### src/rtl/dmem_arbiter.sv
// rtl/dmem_arbiter.sv - two-requester round-robin arbiter for a single data memory port
//
// Parameters:
//   ADDR_W  address width of both requesters and the memory port
//   DATA_W  data width of both requesters and the memory port
// Ports:
//   clk, rst_n                           clock, synchronous active-low reset
//   m0_req/we/addr/wdata, m1_...         requester commands, held until gnt
//   m0_gnt, m1_gnt                       one-cycle pulse when the command is sampled
//   m0_rvalid, m1_rvalid                 one-cycle pulse when the access completes
//   m0_rdata, m1_rdata                   per-requester read result, valid with rvalid
//   mem_addr, mem_we, mem_wdata          command to the data memory
//   mem_rdata                            read data from the data memory
//
// Every transaction is IDLE (grant) -> BUSY (memory access) -> RESP (rvalid).
module dmem_arbiter #(
    parameter int ADDR_W = 32,
    parameter int DATA_W = 32
) (
    input  logic              clk,
    input  logic              rst_n,
    input  logic              m0_req,
    input  logic              m0_we,
    input  logic [ADDR_W-1:0] m0_addr,
    input  logic [DATA_W-1:0] m0_wdata,
    input  logic              m1_req,
    input  logic              m1_we,
    input  logic [ADDR_W-1:0] m1_addr,
    input  logic [DATA_W-1:0] m1_wdata,
    output logic              m0_gnt,
    output logic              m1_gnt,
    output logic              m0_rvalid,
    output logic              m1_rvalid,
    output logic [DATA_W-1:0] m0_rdata,
    output logic [DATA_W-1:0] m1_rdata,
    output logic [ADDR_W-1:0] mem_addr,
    output logic              mem_we,
    output logic [DATA_W-1:0] mem_wdata,
    input  logic [DATA_W-1:0] mem_rdata
);

    typedef enum logic [1:0] {
        IDLE = 2'd0,
        BUSY = 2'd1,
        RESP = 2'd2
    } state_t;

    state_t            state;
    state_t            state_nxt;
    logic              last_owner;
    logic              owner;
    logic              lat_we;
    logic [ADDR_W-1:0] lat_addr;
    logic [DATA_W-1:0] lat_wdata;
    logic [DATA_W-1:0] m0_rdata_q;
    logic [DATA_W-1:0] m1_rdata_q;
    logic              grant;
    logic              winner;

    // Winner selection: a lone requester always wins; on a tie the requester
    // that was not served last wins.
    always_comb begin
        winner = 1'b0;
        if (m0_req && m1_req) begin
            winner = ~last_owner;
        end else if (m1_req) begin
            winner = 1'b1;
        end
    end

    always_comb begin
        state_nxt = state;
        grant     = 1'b0;
        case (state)
            IDLE: begin
                // Grants are masked while reset is asserted so no gnt pulse
                // leaks out of a reset cycle with requests already pending.
                if ((m0_req || m1_req) && rst_n) begin
                    grant     = 1'b1;
                    state_nxt = BUSY;
                end
            end
            BUSY:    state_nxt = RESP;
            RESP:    state_nxt = IDLE;
            default: state_nxt = IDLE;
        endcase
    end

    always_ff @(posedge clk) begin
        if (!rst_n) begin
            state      <= IDLE;
            last_owner <= 1'b1;
            owner      <= 1'b0;
            lat_we     <= 1'b0;
            lat_addr   <= '0;
            lat_wdata  <= '0;
            m0_rdata_q <= '0;
            m1_rdata_q <= '0;
        end else begin
            state <= state_nxt;
            if (grant) begin
                owner      <= winner;
                last_owner <= winner;
                lat_we     <= winner ? m1_we    : m0_we;
                lat_addr   <= winner ? m1_addr  : m0_addr;
                lat_wdata  <= winner ? m1_wdata : m0_wdata;
            end
            // Only the owner's response register is updated, so the other
            // requester's rdata keeps its previous value.
            if (state == BUSY) begin
                if (owner) begin
                    m1_rdata_q <= mem_rdata;
                end else begin
                    m0_rdata_q <= mem_rdata;
                end
            end
        end
    end

    assign m0_gnt    = grant & ~winner;
    assign m1_gnt    = grant & winner;
    assign m0_rvalid = (state == RESP) & ~owner & rst_n;
    assign m1_rvalid = (state == RESP) & owner & rst_n;
    assign m0_rdata  = m0_rdata_q;
    assign m1_rdata  = m1_rdata_q;

    // rst_n gates the write strobe combinationally so a reset arriving during
    // BUSY prevents the write from committing at that clock edge.
    assign mem_we    = (state == BUSY) & lat_we & rst_n;
    assign mem_addr  = lat_addr;
    assign mem_wdata = lat_wdata;

endmodule
### config.mk
export PLATFORM = sky130hd
export DESIGN_NAME = dmem_arbiter
export DESIGN_NICKNAME = d
export VERILOG_FILES = /design/src/rtl/dmem_arbiter.sv
export SDC_FILE = /design/constraint.sdc
export NUM_CORES = 1
export LEC_CHECK = 0
export ABC_CLOCK_PERIOD_IN_PS = 2300
export CAP_MARGIN = 10
export CORE_ASPECT_RATIO = 0.75
export CORE_MARGIN = 1
export CORE_UTILIZATION = 39
export CTS_BUF_LIST = sky130_fd_sc_hd__clkbuf_2 sky130_fd_sc_hd__clkbuf_4 sky130_fd_sc_hd__clkbuf_8
export DETAILED_ROUTE_END_ITERATION = 8
export GPL_ROUTABILITY_DRIVEN = 0
export GPL_TIMING_DRIVEN = 0
export PLACE_DENSITY = 0.92
export RECOVER_POWER = 100
export SYNTH_ARGS = -nofsm -noshare
export SYNTH_HDL_FRONTEND = slang
export SYNTH_SLANG_ARGS = --single-unit
### constraint.sdc
create_clock -name clk -period 2.3 [get_ports clk]
set_input_delay 0.46 -clock clk [delete_from_list [all_inputs] [get_ports clk]]
set_output_delay 0.46 -clock clk [all_outputs]
set_load 0.005 [all_outputs]
==> impl_metrics.xml, run 1 <==
<?xml version="1.0" encoding="UTF-8"?>
<metrics>
  <group name="drt">
    <metric name="post_drt_antenna_nets" unit="">0</metric>
    <metric name="post_detailed_route_wirelength_per_cell" unit="um">17.1</metric>
    <metric name="post_drt_via_cell_ratio" unit="">5.21</metric>
    <metric name="wl" unit="um">18700</metric>
    <metric name="route.vias.total" unit="">5700</metric>
    <metric name="detail_route.iter0.violations" unit="">265</metric>
    <metric name="drt_first_pass_iters" unit="">4</metric>
    <metric name="drt_drc_violations_left" unit="">0</metric>
  </group>
  <group name="sta">
    <metric name="finalWorstPathRequiredPeriod" unit="ns">2.21</metric>
    <metric name="report.final.setup_viol" unit="">0</metric>
    <metric name="final_period_util" unit="">0.963</metric>
    <metric name="finalHoldWorstSlack" unit="ns">0.444</metric>
    <metric name="timing.fmax" unit="MHz">452</metric>
    <metric name="slew-limit-headroom" unit="">0.558</metric>
    <metric name="grt_setup_unrepaired" unit="">no</metric>
    <metric name="worstMarginPinSlew" unit="ns">0.662</metric>
    <metric name="finalHoldViolCount" unit="">0</metric>
    <metric name="worst_clock_skew" unit="ns">0.0176</metric>
    <metric name="timing_max_transition_violations_final" unit="">0</metric>
  </group>
  <group name="finish">
    <metric name="syn_to_final_growth" unit="%">71.6</metric>
    <metric name="post_route_cells_drive_above_1_share" unit="">0.0549</metric>
    <metric name="final_cell_area" unit="mm^2">0.00875</metric>
    <metric name="nNetsFinal" unit="">1084</metric>
    <metric name="final_layout_fill_cell_count" unit="">1004</metric>
    <metric name="antennaDiodeCount" unit="">0</metric>
  </group>
  <group name="clock_network">
    <metric name="worst_setup_hold_path_clk_slew" unit="ns">0.07</metric>
    <metric name="htree_levels" unit="">4</metric>
    <metric name="postCtsHoldBufs" unit="">0</metric>
    <metric name="clock_buffer_count_from_cts" unit="">17</metric>
    <metric name="cts.sinks" unit="">133</metric>
    <metric name="clock_insertion_delay_worst_skew" unit="ns">0.43</metric>
    <metric name="cts_tree" unit="">done</metric>
    <metric name="clk_root_buf" unit="">sky130_fd_sc_hd__clkbuf_8</metric>
    <metric name="clk_path_buf_depth" unit="">2</metric>
  </group>
  <group name="synth">
    <metric name="synthArstFlopShare" unit="">0</metric>
    <metric name="synth-seq-area-share" unit="">0.522</metric>
    <metric name="synth.lib_cells_used.distinct" unit="">24</metric>
    <metric name="synth_largest_area_cell" unit="">sky130_fd_sc_hd__dfxtp_1</metric>
    <metric name="synthDominantCellAreaShare" unit="">0.522</metric>
    <metric name="synthCells" unit="">602</metric>
    <metric name="synth_top_flop_cell" unit="">sky130_fd_sc_hd__dfxtp_1</metric>
    <metric name="syn-mean-instance-area" unit="um^2">8.47</metric>
    <metric name="yosys.cell_count.top_type" unit="">sky130_fd_sc_hd__nand2_1</metric>
    <metric name="netlist_area" unit="mm^2">0.00510</metric>
    <metric name="ys.warnings.count" unit="">0</metric>
    <metric name="post_synth_net_total" unit="">768</metric>
    <metric name="edff_count_synth" unit="">0</metric>
    <metric name="synth_top_cells_by_area" unit="">sky130_fd_sc_hd__dfxtp_1 (52%), sky130_fd_sc_hd__nand2_1 (14%), sky130_fd_sc_hd__a221o_1 (13%)</metric>
    <metric name="synth_common_cells" unit="">sky130_fd_sc_hd__nand2_1 (193), sky130_fd_sc_hd__dfxtp_1 (133), sky130_fd_sc_hd__a221o_1 (66)</metric>
    <metric name="synth_seq_cells" unit="">133</metric>
  </group>
  <group name="grt">
    <metric name="gr-max-usage-layer" unit="">met2</metric>
    <metric name="grt_pass1_wl" unit="um">28800</metric>
    <metric name="grt_start_max_net_pins" unit="">20</metric>
    <metric name="met1_global_route_usage" unit="">0.319</metric>
    <metric name="aggregate_global_routing_overflow" unit="">0</metric>
    <metric name="via_count_of_the_first_global_routing_pass" unit="">5710</metric>
    <metric name="gr-usage-met2" unit="">0.470</metric>
    <metric name="use_met3" unit="">0.0784</metric>
    <metric name="gr-usage-all-layers" unit="">0.276</metric>
    <metric name="antenna_violations_before_repair" unit="">0</metric>
  </group>
  <group name="setup_path">
    <metric name="startpoint_of_the_worst_slack_reg_to_reg_timing_path" unit="">state[1]</metric>
    <metric name="crit_type" unit="">reg2out</metric>
    <metric name="crit_fanout" unit="">3</metric>
    <metric name="regToRegSetupSlack" unit="ns">0.39</metric>
    <metric name="timing.critical_path.required" unit="ns">1.84</metric>
    <metric name="rr_worst_depth" unit="">5</metric>
    <metric name="cp.arrival" unit="ns">1.75</metric>
    <metric name="crit_end_element" unit="">primary output</metric>
    <metric name="worst_setup_path_start_kind" unit="">register</metric>
    <metric name="regToRegEndpoint" unit="">mem_addr[1]</metric>
  </group>
  <group name="die">
    <metric name="floorplan.die.height" unit="um">101</metric>
    <metric name="floorplan.core_area" unit="mm^2">0.0125</metric>
    <metric name="initial_utilization" unit="">0.407</metric>
    <metric name="placement_rows" unit="">35</metric>
    <metric name="top_level_ports" unit="">299</metric>
    <metric name="chipWidth" unit="um">134</metric>
    <metric name="die-area" unit="mm^2">0.0135</metric>
  </group>
  <group name="job">
    <metric name="cap_violations" unit="">0</metric>
  </group>
  <group name="run_status">
    <metric name="outcome" unit="">complete, no violations</metric>
  </group>
  <group name="min_path">
    <metric name="worst_hold_path.num_cells" unit="">2</metric>
    <metric name="hold_path_class" unit="">in2reg</metric>
    <metric name="whs_endpoint" unit="">owner</metric>
    <metric name="worstHoldStart" unit="">rst_n</metric>
  </group>
  <group name="pwr">
    <metric name="vdd_drop_max" unit="mV">0.333</metric>
    <metric name="fin_total_pwr" unit="mW">5.69</metric>
    <metric name="power-per-cell-area" unit="mW/mm^2">650</metric>
    <metric name="leakage_power_of_the_design" unit="nW">3.61</metric>
  </group>
  <group name="place">
    <metric name="dp_hpwl" unit="um">14100</metric>
    <metric name="numPortBuffers" unit="">297</metric>
    <metric name="placedInstanceArea" unit="mm^2">0.00828</metric>
  </group>
</metrics>
-- metrics by stage --
step / TNS (ns) / setup slack, ns / std cells / util
floorplan: 0 / 0.324 / 602 / -
global placement: -21.24 / -1.02 / 1065 / 0.661
detailed placement: -22.38 / -1.03 / 1065 / 0.661
CTS: 0 / 0.0114 / 1095 / 0.700
global route: 0 / 0.0279 / 1095 / 0.699
finish: 0 / 0.0858 / 1095 / 0.699
-- state kept, by name, summed over array words and instances, names as in the netlist --
register / count
last_owner: 1
lat_we: 1
m0_rdata: 32
m1_rdata: 32
mem_addr: 32
mem_wdata: 32
owner: 1
state: 2
-- placed cells by master (no fill, tap or decap), types with 3 or more instances in the layout --
cell type,n
sky130_fd_sc_hd__nand2_1,193
sky130_fd_sc_hd__clkdlybuf4s50_1,163
sky130_fd_sc_hd__dfxtp_1,133
sky130_fd_sc_hd__dlygate4sd3_1,128
sky130_fd_sc_hd__a221o_1,66
sky130_fd_sc_hd__nor3_1,65
sky130_fd_sc_hd__a21oi_1,64
sky130_fd_sc_hd__clkbuf_1,45
sky130_fd_sc_hd__clkbuf_8,19
sky130_fd_sc_hd__buf_6,5
sky130_fd_sc_hd__clkbuf_2,3
sky130_fd_sc_hd__nor3b_1,3
sky130_fd_sc_hd__nor2_1,3
sky130_fd_sc_hd__buf_4,3
sky130_fd_sc_hd__bufinv_16,3
sky130_fd_sc_hd__clkinv_2,3
sky130_fd_sc_hd__dlygate4sd2_1,3
-- logic make-up after synthesis --
group	Yosys count	share of synthesized area
AOI/OAI and AO/OA	133	0.198
buffers and inverters	62	0.0518
DFF	133	0.522
and+or+nand+nor	274	0.228
-- area by class of cell --
type	instances	area (um^2)	share of cell area
Timing Repair Buffer	300	2980	0.341
Sequential cell	133	2660	0.304
Multi-Input combinational cell	407	2190	0.250
Buffer	57	297	0.0339
Clock buffer	18	248	0.0283
Tap cell	166	208	0.0237
Clock inverter	12	155	0.0177
Inverter	2	7.51	0.000858
-- worst max-delay path, cell delays in order (launching register included) --
cell and delay, ns:
sky130_fd_sc_hd__dfxtp_1 0.32, sky130_fd_sc_hd__or3b_4 0.43, sky130_fd_sc_hd__a211oi_4 0.21, sky130_fd_sc_hd__buf_6 0.14, sky130_fd_sc_hd__dlygate4sd2_1 0.24
-- worst max path at each step --
stage                         from  endpoint  slack (ns)  cells after the start
after floorplan              rst_n    m0_gnt        0.32                      5
after global placement       rst_n    m0_gnt       -1.02                      7
after detailed placement    m1_req    m0_gnt       -1.03                      6
after CTS                 state[1]    m0_gnt        0.01                      4
after global routing      state[1]    m1_gnt        0.03                      4
final                     state[1]    m1_gnt        0.09                      4
-- what timing repair did --
| action | 4_1_cts | 5_1_grt |
|---|---|---|
| buffers inserted | 3 | 0 |
| endpoints found under the setup margin | 12 | 2 |
| pin swaps | 1 | 0 |
| gates cloned | 0 | 0 |
| gates resized for setup | 26 | 5 |
-- metal layers --
| layer | up-vias | part of all wire |
|---|---|---|
| li1 | 2752 | - |
| met1 | 2654 | 0.41 |
| met2 | 257 | 0.48 |
| met3 | 37 | 0.075 |
| met4 | 0 | 0.031 |
| met5 | - | 0 |
-- power by group --
group	leakage [nW]	switching, mW	internal (mW)
Sequential	1.09	0.0888	2.47
Clock	0.201	0.930	1.09
Combinational	2.32	0.465	0.639
Total	3.61	1.48	4.20
Note: power is estimated with default switching activity, not from simulation.
==> run 2, diff against run 1 <==
--- a/config.mk
+++ b/config.mk
@@ -7,14 +7,14 @@
 export LEC_CHECK = 0
 export ABC_CLOCK_PERIOD_IN_PS = 2300
 export CAP_MARGIN = 10
-export CORE_ASPECT_RATIO = 0.75
-export CORE_MARGIN = 1
-export CORE_UTILIZATION = 39
+export CORE_AREA = 2 2 116 118
 export CTS_BUF_LIST = sky130_fd_sc_hd__clkbuf_2 sky130_fd_sc_hd__clkbuf_4 sky130_fd_sc_hd__clkbuf_8
 export DETAILED_ROUTE_END_ITERATION = 8
+export DIE_AREA = 0 0 118 120
+export DONT_BUFFER_PORTS = 1
 export GPL_ROUTABILITY_DRIVEN = 0
 export GPL_TIMING_DRIVEN = 0
-export PLACE_DENSITY = 0.92
+export PLACE_DENSITY = 0.63
 export RECOVER_POWER = 100
 export SYNTH_ARGS = -nofsm -noshare
 export SYNTH_HDL_FRONTEND = slang
==> run 2 against run 1 <==
  * Final area shrank 34%
  * Non-clock buffer count shrank 298
  * Combinational power fell by 56%
  * Total power is 6.2% lower
==> impl_metrics.xml, run 2 (synthesis results as in run 1) <==
<?xml version="1.0" encoding="UTF-8"?>
<metrics>
  <group name="setup_path">
    <metric name="startpoint_of_the_worst_slack_reg_to_reg_timing_path" unit="">state[1]</metric>
    <metric name="critical_path.top_delay_family" unit="">buffers and inverters</metric>
    <metric name="crit_fanout" unit="">10</metric>
    <metric name="critical_path.n_buffers_inverters" unit="">3</metric>
    <metric name="regToRegSetupSlack" unit="ns">0.17</metric>
    <metric name="worst_setup_path_start_kind" unit="">input pin</metric>
    <metric name="regToRegEndpoint" unit="">mem_wdata[20]</metric>
    <metric name="crit_end_element" unit="">primary output</metric>
    <metric name="rr_worst_depth" unit="">6</metric>
    <metric name="critical_path.cell_chain" unit="">clkbuf_1 -&gt; clkbuf_2 -&gt; buf_1 -&gt; nor3b_2</metric>
    <metric name="timing.critical_path.required" unit="ns">1.84</metric>
    <metric name="crit_slowest_cell" unit="">sky130_fd_sc_hd__buf_1</metric>
    <metric name="cp.arrival" unit="ns">1.72</metric>
    <metric name="crit_type" unit="">in2out</metric>
    <metric name="critical_path.max_stage_delay" unit="ns">0.41</metric>
  </group>
  <group name="clock_network">
    <metric name="clk_root_buf" unit="">sky130_fd_sc_hd__clkbuf_8</metric>
    <metric name="worst_setup_hold_path_clk_slew" unit="ns">0.07</metric>
    <metric name="cts.sinks" unit="">133</metric>
    <metric name="postCtsHoldBufs" unit="">0</metric>
    <metric name="clock_insertion_delay_worst_skew" unit="ns">0.44</metric>
    <metric name="clk_path_buf_depth" unit="">2</metric>
    <metric name="cts_tree" unit="">done</metric>
    <metric name="clock_buffer_count_from_cts" unit="">17</metric>
    <metric name="htree_levels" unit="">4</metric>
  </group>
  <group name="die">
    <metric name="floorplan.die.height" unit="um">120</metric>
    <metric name="top_level_ports" unit="">299</metric>
    <metric name="initial_utilization" unit="">0.393</metric>
    <metric name="floorplan.core_area" unit="mm^2">0.0130</metric>
    <metric name="placement_rows" unit="">42</metric>
    <metric name="chipWidth" unit="um">118</metric>
    <metric name="die-area" unit="mm^2">0.0142</metric>
  </group>
  <group name="drt">
    <metric name="post_drt_antenna_nets" unit="">0</metric>
    <metric name="wl" unit="um">16200</metric>
    <metric name="drt_first_pass_iters" unit="">5</metric>
    <metric name="drt_drc_violations_left" unit="">0</metric>
    <metric name="post_detailed_route_wirelength_per_cell" unit="um">20.0</metric>
    <metric name="post_drt_via_cell_ratio" unit="">5.68</metric>
    <metric name="detail_route.iter0.violations" unit="">271</metric>
    <metric name="route.vias.total" unit="">4596</metric>
  </group>
  <group name="sta">
    <metric name="worst_clock_skew" unit="ns">0.00911</metric>
    <metric name="finalHoldViolCount" unit="">0</metric>
    <metric name="timing_max_transition_violations_final" unit="">0</metric>
    <metric name="timing.fmax" unit="MHz">459</metric>
    <metric name="grt_setup_unrepaired" unit="">yes</metric>
    <metric name="finalWorstPathRequiredPeriod" unit="ns">2.18</metric>
    <metric name="worst_slack" unit="ns">0.119</metric>
    <metric name="final_period_util" unit="">0.948</metric>
    <metric name="slew-limit-headroom" unit="">0.613</metric>
    <metric name="report.final.setup_viol" unit="">0</metric>
    <metric name="worstMarginPinSlew" unit="ns">0.580</metric>
  </group>
  <group name="grt">
    <metric name="grt_start_max_net_pins" unit="">20</metric>
    <metric name="gr-usage-all-layers" unit="">0.225</metric>
    <metric name="aggregate_global_routing_overflow" unit="">0</metric>
    <metric name="via_count_of_the_first_global_routing_pass" unit="">4539</metric>
    <metric name="antenna_violations_before_repair" unit="">0</metric>
    <metric name="grt_pass1_wl" unit="um">24800</metric>
  </group>
  <group name="place">
    <metric name="dp_hpwl" unit="um">12300</metric>
    <metric name="detailedPlace.worstSlack" unit="ns">-0.0265</metric>
    <metric name="numPortBuffers" unit="">0</metric>
    <metric name="placed_cells" unit="">778</metric>
  </group>
  <group name="min_path">
    <metric name="worstHoldStart" unit="">rst_n</metric>
    <metric name="whs_endpoint" unit="">owner</metric>
    <metric name="worst_hold_path.num_cells" unit="">1</metric>
    <metric name="hold_path_class" unit="">in2reg</metric>
  </group>
  <group name="pwr">
    <metric name="fin_total_pwr" unit="mW">5.33</metric>
    <metric name="power-per-cell-area" unit="mW/mm^2">917</metric>
    <metric name="leakage_power_of_the_design" unit="nW">2.10</metric>
    <metric name="vdd_drop_max" unit="mV">0.318</metric>
  </group>
  <group name="finish">
    <metric name="post_route_cells_drive_above_1_share" unit="">0.0774</metric>
    <metric name="nNetsFinal" unit="">786</metric>
    <metric name="mostFrequentLayoutCell" unit="">sky130_fd_sc_hd__nand2_1</metric>
    <metric name="mostFrequentLayoutCells" unit="">sky130_fd_sc_hd__nand2_1 (193), sky130_fd_sc_hd__dfxtp_1 (133), sky130_fd_sc_hd__a221o_1 (66)</metric>
    <metric name="final_cell_count_no_fill" unit="">809</metric>
    <metric name="antennaDiodeCount" unit="">0</metric>
    <metric name="syn_to_final_growth" unit="%">14.0</metric>
  </group>
  <group name="job">
    <metric name="cap_violations" unit="">0</metric>
  </group>
  <group name="run_status">
    <metric name="outcome" unit="">complete, no violations</metric>
  </group>
</metrics>
-- run 2: cell types whose count changed in the layout (fill, tap and decap cells not counted), sizes merged --
cell	delta
buf	-2
bufinv	+1
clkbuf	+3
clkdlybuf4s15	-1
clkdlybuf4s50	-163
clkinv	-2
dlygate4sd2	-3
dlygate4sd3	-128
dlymetal6s2s	-1
-- run 2: metal layers --
layer,vias to the layer above,GRT usage,share of wire
li1,2156,-,-
met1,2135,0.249,0.38
met2,266,0.374,0.49
met3,39,0.0941,0.098
met4,0,0.110,0.030
met5,-,0,0
-- run 2: what timing repair did --
item | 4_1_cts | 5_1_grt
resized for setup | 9 | 6
gates cloned | 0 | 0
endpoints found under the setup margin | 2 | 14
setup buffers | 1 | 0
pin swaps | 1 | 0
-- run 2: worst max path at each step --
| stage | start | end | depth (start not counted) |
|---|---|---|---|
| finish | m0_req | m0_gnt | 4 |
| global route | m0_req | m0_gnt | 4 |
| CTS | state[1] | m0_gnt | 4 |
| detailed placement | m1_req | m0_gnt | 4 |
| global placement | m1_req | m0_gnt | 4 |
| floorplan | rst_n | m0_gnt | 5 |
-- run 2: area by class of cell --
class	instances	area, um^2
fillers	1311	7170
flip-flops and latches	133	2660
multi-input cells	407	2200
clock buffers	21	283
plain buffers	58	263
well taps	176	220
clock inverters	11	171
repair buffers	1	7.51
inverters	2	7.51
-- run 2: power by group --
part           switching, mW  internal (mW)  leakage [nW]  total (mW)
clock network          0.936           1.29         0.226        2.22
registers              0.155           2.47          1.09        2.63
logic                  0.292          0.195         0.782       0.486
total                   1.38           3.95          2.10        5.33
-- run 2: per-stage QoR --
stage	util	setup TNS (ns)	hold WS, ns	cell area (um^2)
after floorplan	-	0	0.447	5100
after global placement	0.410	-0.00586	0.463	5320
after detailed placement	0.410	-0.0265	0.469	5320
after CTS	0.447	0	0.102	5810
after global routing	0.448	-0.00348	0.101	5810
final	0.448	0	0.139	5810
